--- src/rtl/wb_rr_arbiter.sv ---
// Two-master, one-slave Wishbone round-robin arbiter. Ownership spans a whole cyc
// envelope; a watchdog returns err to the owner when the slave stops acking.
module wb_rr_arbiter #(
    parameter int unsigned TIMEOUT = 255
) (
    input  logic        clk,
    input  logic        rst,

    input  logic [31:0] m0_adr_i,
    input  logic [31:0] m0_dat_i,
    output logic [31:0] m0_dat_o,
    input  logic [3:0]  m0_sel_i,
    input  logic        m0_we_i,
    input  logic        m0_cyc_i,
    input  logic        m0_stb_i,
    output logic        m0_ack_o,
    output logic        m0_err_o,

    input  logic [31:0] m1_adr_i,
    input  logic [31:0] m1_dat_i,
    output logic [31:0] m1_dat_o,
    input  logic [3:0]  m1_sel_i,
    input  logic        m1_we_i,
    input  logic        m1_cyc_i,
    input  logic        m1_stb_i,
    output logic        m1_ack_o,
    output logic        m1_err_o,

    output logic [31:0] s_adr_o,
    output logic [31:0] s_dat_o,
    output logic [3:0]  s_sel_o,
    output logic        s_we_o,
    output logic        s_cyc_o,
    output logic        s_stb_o,
    input  logic        s_ack_i,
    input  logic [31:0] s_dat_i,

    output logic [1:0]  gnt_o
);

    typedef enum logic [1:0] {
        IDLE = 2'd0,
        OWN0 = 2'd1,
        OWN1 = 2'd2
    } state_t;

    localparam bit          WD_EN   = (TIMEOUT != 0);
    localparam logic [15:0] WD_LAST = WD_EN ? 16'(TIMEOUT - 1) : 16'd0;

    state_t      state;
    state_t      state_next;
    logic        last;
    logic        last_next;
    logic [15:0] wd;
    logic [15:0] wd_next;

    logic [31:0] own_adr;
    logic [31:0] own_dat;
    logic [3:0]  own_sel;
    logic        own_we;
    logic        own_cyc;
    logic        own_stb;
    logic        expire;

    always_comb begin
        own_adr = '0;
        own_dat = '0;
        own_sel = '0;
        own_we  = 1'b0;
        own_cyc = 1'b0;
        own_stb = 1'b0;
        case (state)
            OWN0: begin
                own_adr = m0_adr_i;
                own_dat = m0_dat_i;
                own_sel = m0_sel_i;
                own_we  = m0_we_i;
                own_cyc = m0_cyc_i;
                own_stb = m0_stb_i;
            end
            OWN1: begin
                own_adr = m1_adr_i;
                own_dat = m1_dat_i;
                own_sel = m1_sel_i;
                own_we  = m1_we_i;
                own_cyc = m1_cyc_i;
                own_stb = m1_stb_i;
            end
            default: ;
        endcase
    end

    // An ack arriving in the expiry cycle wins, so expiry needs s_ack_i low.
    assign expire = WD_EN && own_stb && !s_ack_i && (wd == WD_LAST);

    assign s_adr_o = own_adr;
    assign s_dat_o = own_dat;
    assign s_sel_o = own_sel;
    assign s_we_o  = own_we;
    assign s_cyc_o = own_cyc && !expire;
    assign s_stb_o = own_stb && !expire;

    assign m0_dat_o = s_dat_i;
    assign m1_dat_o = s_dat_i;
    assign m0_ack_o = (state == OWN0) && s_ack_i;
    assign m1_ack_o = (state == OWN1) && s_ack_i;
    assign m0_err_o = (state == OWN0) && expire;
    assign m1_err_o = (state == OWN1) && expire;
    assign gnt_o    = {state == OWN1, state == OWN0};

    always_comb begin
        state_next = state;
        last_next  = last;
        case (state)
            IDLE: begin
                if (m0_cyc_i && m1_cyc_i) begin
                    state_next = last ? OWN0 : OWN1;
                end else if (m0_cyc_i) begin
                    state_next = OWN0;
                end else if (m1_cyc_i) begin
                    state_next = OWN1;
                end
            end
            OWN0: begin
                if (!m0_cyc_i) begin
                    last_next  = 1'b0;
                    state_next = m1_cyc_i ? OWN1 : IDLE;
                end
            end
            OWN1: begin
                if (!m1_cyc_i) begin
                    last_next  = 1'b1;
                    state_next = m0_cyc_i ? OWN0 : IDLE;
                end
            end
            default: state_next = IDLE;
        endcase
    end

    always_comb begin
        wd_next = wd + 16'd1;
        if (!WD_EN || (state_next != state) || s_ack_i || !own_stb || expire) begin
            wd_next = '0;
        end
    end

    always_ff @(posedge clk or negedge rst) begin
        if (!rst) begin
            state <= IDLE;
            last  <= 1'b1;
            wd    <= '0;
        end else begin
            state <= state_next;
            last  <= last_next;
            wd    <= wd_next;
        end
    end

endmodule

--- config.mk ---
export PLATFORM = sky130hd
export DESIGN_NAME = wb_rr_arbiter
export DESIGN_NICKNAME = d
export VERILOG_FILES = /design/src/rtl/wb_rr_arbiter.sv
export SDC_FILE = /design/constraint.sdc
export NUM_CORES = 1
export LEC_CHECK = 0
export ABC_AREA = 1
export ABC_CLOCK_PERIOD_IN_PS = 3290
export BUFFER_PORTS_ARGS = -buffer_cell sky130_fd_sc_hd__buf_2
export CORE_AREA = 5 5 120 122
export CTS_CLUSTER_DIAMETER = 50
export DETAILED_ROUTE_END_ITERATION = 12
export DIE_AREA = 0 0 125 127
export PLACE_DENSITY_LB_ADDON = 0.12
export SLEW_MARGIN = 20
export SYNTH_ARGS = -nofsm -noshare
export SYNTH_HDL_FRONTEND = slang
export SYNTH_SLANG_ARGS = --single-unit
--- constraint.sdc ---
create_clock -name clk -period 3.29 [get_ports clk]
set_clock_uncertainty 0.2 [all_clocks]
set_input_delay 0.1645 -clock clk [delete_from_list [all_inputs] [get_ports clk]]
set_output_delay 0.1645 -clock clk [all_outputs]
set_load 0.01 [all_outputs]
[Word level (Yosys, flattened, before mapping)]
Index checks and enable logic that the tools add are counted.
W data, S select, Z words.
Storage, ports and cells
  input port bits: 177
  output and inout bits: 141
  word-level logic and storage cells: 47
  bits in registers: 19
Operators by class
  mux-type cells: 19
  add/subtract/negate cells: 1
  reduce and logical (&&, ||, !) cells: 18
  equality and inequality tests: 6
Operator list (number)
  $pmux W32 S2: 2
  $add A16 B1 Y16 const B: 1
  $eq A16 B8 Y1 const B: 1
  $mux W16: 1
  $mux W2: 7
  $logic_and A1 B1 Y1: 9
  $pmux W1 S2: 4
  $pmux W4 S2: 1
  $pmux W2 S3: 1
  $ne A2 B2 Y1 const B: 2
  $logic_not A1 Y1: 3
  $logic_or A1 B1 Y1: 3
  $mux W1: 3
  $reduce_and A3 Y1: 1
  $eq A2 B1 Y1 const B: 1
  $eq A2 B2 Y1 const B: 1
  $logic_not A2 Y1: 1
  $ne A2 B2 Y1: 1
  $reduce_bool A2 Y1: 1

[Depth between registers and ports, before layout]
Gate-level depths: netlist of run 1.
  depth in word-level cells: 9
  mapped depth: 12
  gate-level depth less buffers: 11

[Worst setup path after synthesis of run 1]
Ideal clock, no wire load.
  kind: reg-to-output
  start: register state[0]
  end: output s_adr_o[12]
  arrival time: 1.600 ns
  cell stages (with the launch flop): 7
  required time: 2.925 ns
  slack: 1.325 ns
  path buffers: 2
  cell sequence: dfrtp_1 > inv_1 > ha_1 > clkinv_1 > clkbuf_1 > buf_1 > a21oi_1
On the way
  word-level cells in the longest chain between the ends: 2
  elaborated cells between the ends (all ways): 3
  classes of those cells: eq/ne (2); mux (1)
RTL lines
  start, declared: line 50  | state_t state;
  start signal, assigned: line 153  | state <= state_next;
  $eq A2 B2 Y1 / $eq A2 B1 Y1 (equally long branches): line 72  | case (state)
  $pmux W32 S2 (*): line 72
  end, declared: line 29  | output logic [31:0] s_adr_o,
Mark *: on every way between the ends. The rest lies on a longest branch, timed or not.

[Worst setup path after layout of run 1]
  start: register state[0]
  end: register wd[2]
On the way
  word-level cells in the longest chain between the ends: 9
  elaborated cells between the ends (all ways): 18
  classes of those cells: eq/ne (3); mux (8); reduce/logical (7)
RTL lines
  $mux W2: line 120  | end else if (m1_cyc_i) begin
  $mux W2: line 118  | end else if (m0_cyc_i) begin
  $mux W2: line 116  | if (m0_cyc_i && m1_cyc_i) begin
  $pmux W2 S3: line 114  | case (state)
  $ne A2 B2 Y1: line 142  | if (!WD_EN || (state_next != state) || s_ack_i || !own_stb || expire) begin
  $logic_or A1 B1 Y1 (2 in a row): line 142
  $logic_or A1 B1 Y1 (*): line 142
  $mux W16 (*): line 142
  via wd_next[2]: line 55  | logic [15:0] wd_next;
  end signal, assigned: line 155  | wd <= wd_next;
  end, declared: line 54  | logic [15:0] wd;
The timed path passes the listed nets; every way through them passes the cells marked *.
A chain may end at the register's enable or synchronous reset.

==> results of run 1 <==
[per-layer routing]
metal,up-vias,wire (µm)
met5,-,13
met4,2,298
met3,15,1241
met2,190,7145
met1,1552,5191
li1,1722,-
[critical path: stages (launching register included)]
cell and delay, ns:
sky130_fd_sc_hd__dfrtp_1 0.43, sky130_fd_sc_hd__inv_1 0.16, sky130_fd_sc_hd__ha_2 0.42, sky130_fd_sc_hd__nand2_1 0.12
sky130_fd_sc_hd__nand2_1 0.13, sky130_fd_sc_hd__nand2_1 0.06, sky130_fd_sc_hd__nand3_1 0.10, sky130_fd_sc_hd__nand2_1 0.07
sky130_fd_sc_hd__nand2_1 0.06, sky130_fd_sc_hd__nand2_1 0.43, sky130_fd_sc_hd__nor3_1 0.32
[through the flow]
stage	power, mW	std cells
after floorplan	1.381	479
after global placement	1.999	791
after detailed placement	2.004	791
after CTS	2.269	796
after global routing	2.410	799
final	2.221	799
[state kept, by name, summed over array words and instances, names as in the netlist]
register,cells
state,2
wd,16
last,1
[cell families after synthesis]
kind of cell	Yosys count	synth area share (%)
buffers and inverters	119	25.48
AOI/OAI and AO/OA	75	13.57
adders and majority gates	7	3.146
and+or+nand+nor	251	38.16
DFF	19	17.12
xor gates and xnor gates	8	2.517
[layout make-up]
class	count	share of cell area [%]
multi-input combinational	341	43.78
timing repair buffer	227	31.85
sequential	19	13.02
tap	176	6.015
inverter	29	2.973
clock buffer	4	2.153
antenna	3	0.2051
[how the worst min path moves through the flow]
stage,cells past startpoint,from,endpoint,slack (ns)
3_5_place_dp,1,rst,wd[4]$_DFF_PN0_,-0.05
3_3_place_gp,1,rst,wd[5]$_DFF_PN0_,-0.06
2_1_floorplan,0,rst,state[0]$_DFF_PN0_,-0.33
5_1_grt,4,m0_cyc_i,last$_DFFE_PN1P_,0.11
4_1_cts,4,m0_cyc_i,last$_DFFE_PN1P_,0.08
6_report,4,m0_cyc_i,last$_DFFE_PN1P_,0.10
[synth_stat cells]
| cell type | count | area [µm²] |
|---|---|---|
| sky130_fd_sc_hd__nand2_1 | 196 | 735.7 |
| sky130_fd_sc_hd__a21oi_1 | 69 | 345.3 |
| sky130_fd_sc_hd__buf_4 | 68 | 510.5 |
| sky130_fd_sc_hd__inv_1 | 27 | 101.4 |
| sky130_fd_sc_hd__clkbuf_1 | 20 | 75.07 |
| sky130_fd_sc_hd__dfrtp_1 | 18 | 450.4 |
| sky130_fd_sc_hd__nor2_1 | 14 | 52.55 |
| sky130_fd_sc_hd__nand3_1 | 12 | 60.06 |
| sky130_fd_sc_hd__nor3_1 | 11 | 55.05 |
| sky130_fd_sc_hd__nor3_2 | 10 | 100.1 |
| sky130_fd_sc_hd__ha_1 | 7 | 87.58 |
| sky130_fd_sc_hd__xor2_1 | 6 | 52.55 |
| sky130_fd_sc_hd__o21ai_0 | 5 | 25.02 |
| sky130_fd_sc_hd__nand2_2 | 2 | 12.51 |
| sky130_fd_sc_hd__nand4_1 | 2 | 12.51 |
| sky130_fd_sc_hd__nor2_2 | 2 | 12.51 |
| sky130_fd_sc_hd__xnor2_1 | 2 | 17.52 |
| sky130_fd_sc_hd__buf_1 | 1 | 3.750 |
| sky130_fd_sc_hd__buf_6 | 1 | 11.26 |
| sky130_fd_sc_hd__clkinv_1 | 1 | 3.750 |
| sky130_fd_sc_hd__dfstp_2 | 1 | 26.28 |
| sky130_fd_sc_hd__inv_2 | 1 | 3.750 |
| sky130_fd_sc_hd__nand3_2 | 1 | 10.01 |
| sky130_fd_sc_hd__nor2_4 | 1 | 11.26 |
| sky130_fd_sc_hd__o21bai_1 | 1 | 7.510 |
[layout by cell type, fill, tap and decap left out, drive strengths merged, types with 3 or more instances in the layout]
| master | n |
|---|---|
| clkbuf | 4 |
| nand2 | 198 |
| dfrtp | 18 |
| buf | 226 |
| diode | 3 |
| nand3 | 13 |
| nor3 | 21 |
| o21ai | 5 |
| ha | 7 |
| a21oi | 69 |
| nor2 | 17 |
| inv | 29 |
| xor2 | 6 |
[what timing repair did]
action | in CTS | in global routing
hold endpoints to repair | 18 | 0
hold buffers | 1 | 0
setup buffers | 0 | 0
[power by group through the flow]
stage / Clock [mW] / Sequential [mW] / Combinational (mW)
CTS: 0.262 / 0.277 / 1.73
finish: 0.254 / 0.278 / 1.69
floorplan: 0 / 0.275 / 1.11
global route: 0.269 / 0.280 / 1.86
detailed placement: 0 / 0.280 / 1.72
global placement: 0 / 0.281 / 1.72
==> flow_results.xml, run 1 <==
<?xml version="1.0" encoding="UTF-8"?>
<metrics>
  <group name="outcome">
    <metric name="status" unit="">complete, no violations</metric>
  </group>
  <group name="grt">
    <metric name="first_global_vias" unit="">3437</metric>
    <metric name="global_route_wire_length_before_repair" unit="µm">20320</metric>
    <metric name="use_met2" unit="%">29.17</metric>
    <metric name="gr-usage-all-layers" unit="%">16.15</metric>
    <metric name="grt_most_used_layer" unit="">met2</metric>
    <metric name="global_route.usage.met1" unit="%">18.23</metric>
    <metric name="grt_max_degree" unit="">38</metric>
    <metric name="antenna_found_initial" unit="">4</metric>
    <metric name="fraction_of_met3_tracks_used_by_global_routing" unit="%">5.968</metric>
    <metric name="globalRoute.totalOverflow" unit="">0</metric>
  </group>
  <group name="logic_synthesis">
    <metric name="yosysWarnings" unit="">0</metric>
    <metric name="post_synth.cell_area_avg" unit="µm²">5.812</metric>
    <metric name="syn_nets" unit="">663</metric>
    <metric name="syn-cell-area" unit="µm²">2784</metric>
    <metric name="synth-seq-area-share" unit="%">17.12</metric>
    <metric name="synth_cells" unit="">479</metric>
    <metric name="yosys.cell_types.count" unit="">25</metric>
    <metric name="ys_ff_latch" unit="">19</metric>
  </group>
  <group name="detailed_routing">
    <metric name="detailedRoute.firstPassIterationCount" unit="">4</metric>
    <metric name="post_drt_via_cell_ratio" unit="">4.357</metric>
    <metric name="num_vias" unit="">3481</metric>
    <metric name="detailedRoute.firstIterationViolations" unit="">209</metric>
    <metric name="drc" unit="">0</metric>
    <metric name="postRouteWirelength" unit="µm">13890</metric>
    <metric name="drt-wirelength-per-cell" unit="µm">17.38</metric>
    <metric name="postRouteAntennaNets" unit="">0</metric>
  </group>
  <group name="sta">
    <metric name="final-setup-viol-count" unit="">0</metric>
    <metric name="setup_repair_after_global_routing_missed_its_margin" unit="">false</metric>
    <metric name="period_needed" unit="ns">2.599</metric>
    <metric name="finalWorstSetupSlack" unit="ns">0.6906</metric>
    <metric name="drv_slew" unit="">0</metric>
    <metric name="tightestPinTransition" unit="ns">0.7631</metric>
    <metric name="achievable-frequency" unit="GHz">0.3847</metric>
    <metric name="fin_setup_tns" unit="ns">0</metric>
    <metric name="final_hold_viol_count" unit="">0</metric>
    <metric name="fin_crit_sh" unit="%">79.01</metric>
    <metric name="timing.hold.ws" unit="ns">0.1001</metric>
    <metric name="timing.slew.headroom" unit="%">49.00</metric>
  </group>
  <group name="power_and_ir_drop">
    <metric name="switchingPower" unit="mW">1.273</metric>
    <metric name="internal_power" unit="µW">948.0</metric>
    <metric name="power-per-cell-area" unit="nW/µm²">606.6</metric>
    <metric name="swShare" unit="%">57.32</metric>
    <metric name="clkPwrFrac" unit="%">11.5</metric>
    <metric name="pwr-share-seq" unit="%">12.5</metric>
    <metric name="power.leakage" unit="nW">1.858</metric>
    <metric name="comb_power_share" unit="%">76.0</metric>
    <metric name="worst_ir_drop_vdd" unit="mV">0.2318</metric>
  </group>
  <group name="final_layout">
    <metric name="multi_input_comb_area" unit="µm²">1603</metric>
    <metric name="area_delta_synth_final" unit="%">31.51</metric>
    <metric name="design.final.nets" unit="">805</metric>
    <metric name="regArea" unit="µm²">476.7</metric>
    <metric name="fillCellCount" unit="">1537</metric>
    <metric name="layout.cell_area.non_filler" unit="µm²">3661</metric>
    <metric name="postLayoutCoreUtil" unit="%">27.98</metric>
    <metric name="share_of_final_layout_standard_cells_stronger_than_drive_strength_1" unit="%">40.32</metric>
  </group>
  <group name="clock_tree">
    <metric name="postCtsResizedCells" unit="">0</metric>
    <metric name="number_of_clock_buffers_inserted_by_tritoncts" unit="">3</metric>
    <metric name="clock_insertion_delay_worst_skew" unit="ns">0.25</metric>
    <metric name="cts-htree-levels" unit="">1</metric>
    <metric name="clk_pin_slew_worst_paths" unit="ns">0.06</metric>
    <metric name="clk_path_buf_depth" unit="">2</metric>
    <metric name="root_buffer" unit="">sky130_fd_sc_hd__clkbuf_16</metric>
    <metric name="tritoncts" unit="">built</metric>
    <metric name="clock_sinks" unit="">19</metric>
  </group>
  <group name="worst_hold_path">
    <metric name="class_of_the_worst_hold_path" unit="">in2reg</metric>
  </group>
  <group name="placed_design">
    <metric name="dpl.hpwl" unit="µm">11830</metric>
    <metric name="placed_area" unit="µm²">3565</metric>
    <metric name="place.port_buffers" unit="">221</metric>
    <metric name="place.gp.congestion" unit="">0.8497</metric>
    <metric name="place_ws" unit="ns">0.6713</metric>
  </group>
  <group name="setup_path">
    <metric name="critical_setup_path_class" unit="">reg2reg</metric>
    <metric name="arrival" unit="ns">2.56</metric>
    <metric name="crit-reg2reg-capture" unit="">wd[2]$_DFF_PN0_</metric>
    <metric name="critPathLaunch" unit="">state[0]$_DFF_PN0_</metric>
    <metric name="critPathCaptureType" unit="">register</metric>
    <metric name="rr_startpoint" unit="">state[0]$_DFF_PN0_</metric>
    <metric name="critPathLaunchType" unit="">register</metric>
    <metric name="critical_path_required" unit="ns">3.25</metric>
    <metric name="worst_case_reg_to_reg_path_depth" unit="">10</metric>
    <metric name="setup.reg_to_reg.worst_slack" unit="ns">0.69</metric>
    <metric name="crit_path_end" unit="">wd[2]$_DFF_PN0_</metric>
    <metric name="timing.critical_path.fanout_max" unit="">18</metric>
  </group>
  <group name="run">
    <metric name="drv.max_cap_violation_count" unit="">0</metric>
  </group>
  <group name="die">
    <metric name="num_io_pins" unit="">318</metric>
    <metric name="core_area" unit="µm²">13090</metric>
    <metric name="floorplan.rows" unit="">42</metric>
    <metric name="floorplan.die_area" unit="µm²">15880</metric>
    <metric name="floorplan.initialDensity" unit="%">21.28</metric>
    <metric name="floorplan.die.width" unit="µm">125</metric>
    <metric name="die_h" unit="µm">127</metric>
  </group>
</metrics>
No activity file was read; power rests on OpenSTA's default activity.
==> inputs of run 2 (changes only) <==
--- a/config.mk
+++ b/config.mk
@@ -6,12 +6,12 @@
 export NUM_CORES = 1
 export LEC_CHECK = 0
 export ABC_AREA = 1
-export ABC_CLOCK_PERIOD_IN_PS = 3290
+export ABC_CLOCK_PERIOD_IN_PS = 2600
 export BUFFER_PORTS_ARGS = -buffer_cell sky130_fd_sc_hd__buf_2
-export CORE_AREA = 5 5 120 122
+export CORE_AREA = 5 5 119 121
 export CTS_CLUSTER_DIAMETER = 50
 export DETAILED_ROUTE_END_ITERATION = 12
-export DIE_AREA = 0 0 125 127
+export DIE_AREA = 0 0 124 126
 export PLACE_DENSITY_LB_ADDON = 0.12
 export SLEW_MARGIN = 20
 export SYNTH_ARGS = -nofsm -noshare
==> constraint.sdc (replaced) <==
create_clock -name clk -period 2.6 [get_ports clk]
set_clock_uncertainty 0.2 [all_clocks]
set_input_delay 0.13 -clock clk [delete_from_list [all_inputs] [get_ports clk]]
set_output_delay 0.13 -clock clk [all_outputs]
set_load 0.01 [all_outputs]
==> run 2 against run 1 <==
  * Clock power rose by 26%
  * Clock-buffer cell count did not move
  * Register-to-register slack got worse by 0.37 ns
  * Routed wire length fell by 11%
  * Sequential power rose by 27%
  * Critical path type is now reg2out
  * Power rose by 27%
  * Critical path depth fell by 3
  * Sequential cell count did not move
  * Final cell count did not move
  * Via count fell by 2.1%
==> flow_results.xml, run 2 (synthesis gave the netlist of run 1 again) <==
<?xml version="1.0" encoding="UTF-8"?>
<metrics>
  <group name="clock_tree">
    <metric name="clock_insertion_delay_worst_skew" unit="ns">0.25</metric>
    <metric name="clock_sinks" unit="">19</metric>
    <metric name="clk_path_buf_depth" unit="">2</metric>
    <metric name="clk_pin_slew_worst_paths" unit="ns">0.05</metric>
    <metric name="number_of_clock_buffers_inserted_by_tritoncts" unit="">3</metric>
    <metric name="cts-htree-levels" unit="">1</metric>
    <metric name="root_buffer" unit="">sky130_fd_sc_hd__clkbuf_16</metric>
    <metric name="tritoncts" unit="">built</metric>
  </group>
  <group name="detailed_routing">
    <metric name="detailedRoute.firstIterationViolations" unit="">135</metric>
    <metric name="postRouteAntennaNets" unit="">0</metric>
    <metric name="drc" unit="">0</metric>
    <metric name="post_drt_via_cell_ratio" unit="">4.264</metric>
    <metric name="num_vias" unit="">3407</metric>
    <metric name="postRouteWirelength" unit="µm">12380</metric>
    <metric name="detailedRoute.firstPassIterationCount" unit="">4</metric>
    <metric name="drt-wirelength-per-cell" unit="µm">15.49</metric>
  </group>
  <group name="sta">
    <metric name="fin_setup_tns" unit="ns">0</metric>
    <metric name="timing.slew.headroom" unit="%">68.55</metric>
    <metric name="drv_slew" unit="">0</metric>
    <metric name="tightestPinTransition" unit="ns">0.4717</metric>
    <metric name="achievable-frequency" unit="GHz">0.4093</metric>
    <metric name="period_needed" unit="ns">2.443</metric>
    <metric name="setup_repair_after_global_routing_missed_its_margin" unit="">false</metric>
    <metric name="final-setup-viol-count" unit="">0</metric>
    <metric name="fin_crit_sh" unit="%">93.96</metric>
    <metric name="final_hold_viol_count" unit="">0</metric>
  </group>
  <group name="worst_hold_path">
    <metric name="worst_hold_path.num_cells" unit="">4</metric>
    <metric name="hold_path.startpoint" unit="">m0_cyc_i</metric>
    <metric name="min_to" unit="">last$_DFFE_PN1P_</metric>
    <metric name="class_of_the_worst_hold_path" unit="">in2reg</metric>
  </group>
  <group name="setup_path">
    <metric name="worst_path_most_repeated_cell" unit="">sky130_fd_sc_hd__buf_4</metric>
    <metric name="critical_path_required" unit="ns">2.27</metric>
    <metric name="rr_startpoint" unit="">state[1]$_DFF_PN0_</metric>
    <metric name="critPathCaptureType" unit="">output port</metric>
    <metric name="slowest_stage" unit="">sky130_fd_sc_hd__dfrtp_1</metric>
    <metric name="timing.critical_path.fanout_max" unit="">33</metric>
    <metric name="setup.reg_to_reg.worst_slack" unit="ns">0.32</metric>
    <metric name="crit-reg2reg-capture" unit="">wd[4]$_DFF_PN0_</metric>
    <metric name="arrival" unit="ns">2.11</metric>
    <metric name="worst_case_reg_to_reg_path_depth" unit="">12</metric>
    <metric name="critPathLaunchType" unit="">register</metric>
    <metric name="cp_cell_sequence" unit="">inv_1 -&gt; ha_2 -&gt; buf_4 -&gt; buf_4 -&gt; nand2_1 -&gt; a21oi_1 -&gt; buf_2</metric>
    <metric name="crit_path_max_incr_delay" unit="ns">0.45</metric>
    <metric name="critical_setup_path_class" unit="">reg2out</metric>
  </group>
  <group name="final_layout">
    <metric name="design.final.nets" unit="">808</metric>
    <metric name="area_delta_synth_final" unit="%">32.67</metric>
    <metric name="mostFrequentLayoutCell" unit="">sky130_fd_sc_hd__buf_2</metric>
    <metric name="most-common-layout-cells" unit="">sky130_fd_sc_hd__buf_2 (221), sky130_fd_sc_hd__nand2_1 (196), sky130_fd_sc_hd__a21oi_1 (69)</metric>
    <metric name="layout.cell_area.non_filler" unit="µm²">3694</metric>
    <metric name="largest_register" unit="">wd</metric>
    <metric name="share_of_final_layout_standard_cells_stronger_than_drive_strength_1" unit="%">40.61</metric>
    <metric name="largest_register_ffs" unit="">16</metric>
    <metric name="fillCellCount" unit="">1533</metric>
    <metric name="layout_top_registers" unit="">wd x16, state x2, last x1</metric>
    <metric name="n_antenna_cell" unit="">0</metric>
  </group>
  <group name="power_and_ir_drop">
    <metric name="worst_ir_drop_vdd" unit="mV">0.2973</metric>
    <metric name="power-per-cell-area" unit="nW/µm²">760.9</metric>
    <metric name="power.leakage" unit="nW">1.875</metric>
  </group>
  <group name="placed_design">
    <metric name="dpl.hpwl" unit="µm">10530</metric>
    <metric name="placed_area" unit="µm²">3587</metric>
    <metric name="place.port_buffers" unit="">221</metric>
    <metric name="place.gp.congestion" unit="">0.8230</metric>
  </group>
  <group name="grt">
    <metric name="gr-usage-all-layers" unit="%">15.27</metric>
    <metric name="antenna_found_initial" unit="">4</metric>
    <metric name="globalRoute.totalOverflow" unit="">0</metric>
    <metric name="first_global_vias" unit="">3486</metric>
    <metric name="global_route_wire_length_before_repair" unit="µm">19080</metric>
    <metric name="grt_max_degree" unit="">42</metric>
  </group>
  <group name="die">
    <metric name="num_io_pins" unit="">318</metric>
    <metric name="floorplan.die.width" unit="µm">124</metric>
    <metric name="die_h" unit="µm">126</metric>
    <metric name="floorplan.rows" unit="">42</metric>
    <metric name="floorplan.die_area" unit="µm²">15620</metric>
    <metric name="core_area" unit="µm²">12980</metric>
    <metric name="floorplan.initialDensity" unit="%">21.45</metric>
  </group>
  <group name="run">
    <metric name="drv.max_cap_violation_count" unit="">0</metric>
  </group>
  <group name="outcome">
    <metric name="status" unit="">complete, no violations</metric>
  </group>
</metrics>
## run 2: cell count changes in the layout (fill, tap and decap cells not counted)
cell                      change
sky130_fd_sc_hd__diode_2      -3
sky130_fd_sc_hd__ha_2         -1
sky130_fd_sc_hd__ha_4         +1
sky130_fd_sc_hd__nand3_2      -1
sky130_fd_sc_hd__nand3_4      +1
sky130_fd_sc_hd__buf_4        +3
## run 2: final cells by class
cell class / instances / area [µm²] / share of cell area (%)
Inverter: 29 / 108.9 / 2.947
Sequential cell: 19 / 476.7 / 12.91
Timing Repair Buffer: 230 / 1189 / 32.18
Clock buffer: 4 / 78.83 / 2.134
Multi-Input combinational cell: 341 / 1620 / 43.87
Tap cell: 176 / 220.2 / 5.962
## run 2: timing repair
action,in CTS,in global routing
resized for setup,0,2
setup buffers,0,0
endpoints found under the setup margin,0,7
hold endpoints to repair,19,0
hold buffers,1,0
## run 2: per-layer routing
layer | routed length (µm) | up-vias | part of all wire (%) | global-route usage, %
met4 | 21 | 8 | 0.17 | 0.8376
met2 | 5881 | 170 | 48 | 24.69
met5 | 55 | - | 0.44 | 0
met3 | 1573 | 10 | 13 | 9.462
li1 | - | 1727 | - | -
met1 | 4848 | 1492 | 39 | 18.09
## run 2: how the worst max path moves through the flow
stage                            to                from  cells after the start  slack [ns]
floorplan               s_adr_o[12]  state[0]$_DFF_PN0_                      6        0.67
global placement    wd[1]$_DFF_PN0_  state[0]$_DFF_PN0_                     10        0.26
detailed placement  wd[4]$_DFF_PN0_  state[0]$_DFF_PN0_                     10        0.17
CTS                     s_adr_o[20]  state[0]$_DFF_PN0_                      6        0.14
global route            s_adr_o[29]  state[1]$_DFF_PN0_                      7       0.004
finish                  s_adr_o[18]  state[1]$_DFF_PN0_                      7        0.16
## run 2: metrics by stage
| step | hold slack (ns) | setup slack [ns] | power, mW | cells | utilization (%) |
|---|---|---|---|---|---|
| after floorplan | -0.3656 | 0.6698 | 1.748 | 479 | - |
| after global placement | -0.08677 | 0.2551 | 2.517 | 794 | 27.64 |
| after detailed placement | -0.08218 | 0.1686 | 2.523 | 794 | 27.64 |
| after CTS | 0.03069 | 0.1433 | 2.858 | 799 | 28.32 |
| after global routing | 0.06006 | 0.004102 | 3.093 | 799 | 28.46 |
| final | 0.03354 | 0.1569 | 2.810 | 799 | 28.46 |
## run 2: critical path: cells and delay by family (launching register included)
kind | cells | cell delay [ns]
AOI/OAI and AO/OA | 1 | 0.19
adders and majority gates | 1 | 0.23
buffers and inverters | 4 | 0.87
DFF | 1 | 0.45
and+or+nand+nor | 1 | 0.10
## run 2: where the power goes
group / total, mW / switching [mW] / internal, mW
Combinational: 2.14 / 1.42 / 0.714
Sequential: 0.353 / 0.0282 / 0.324
Clock: 0.319 / 0.110 / 0.209
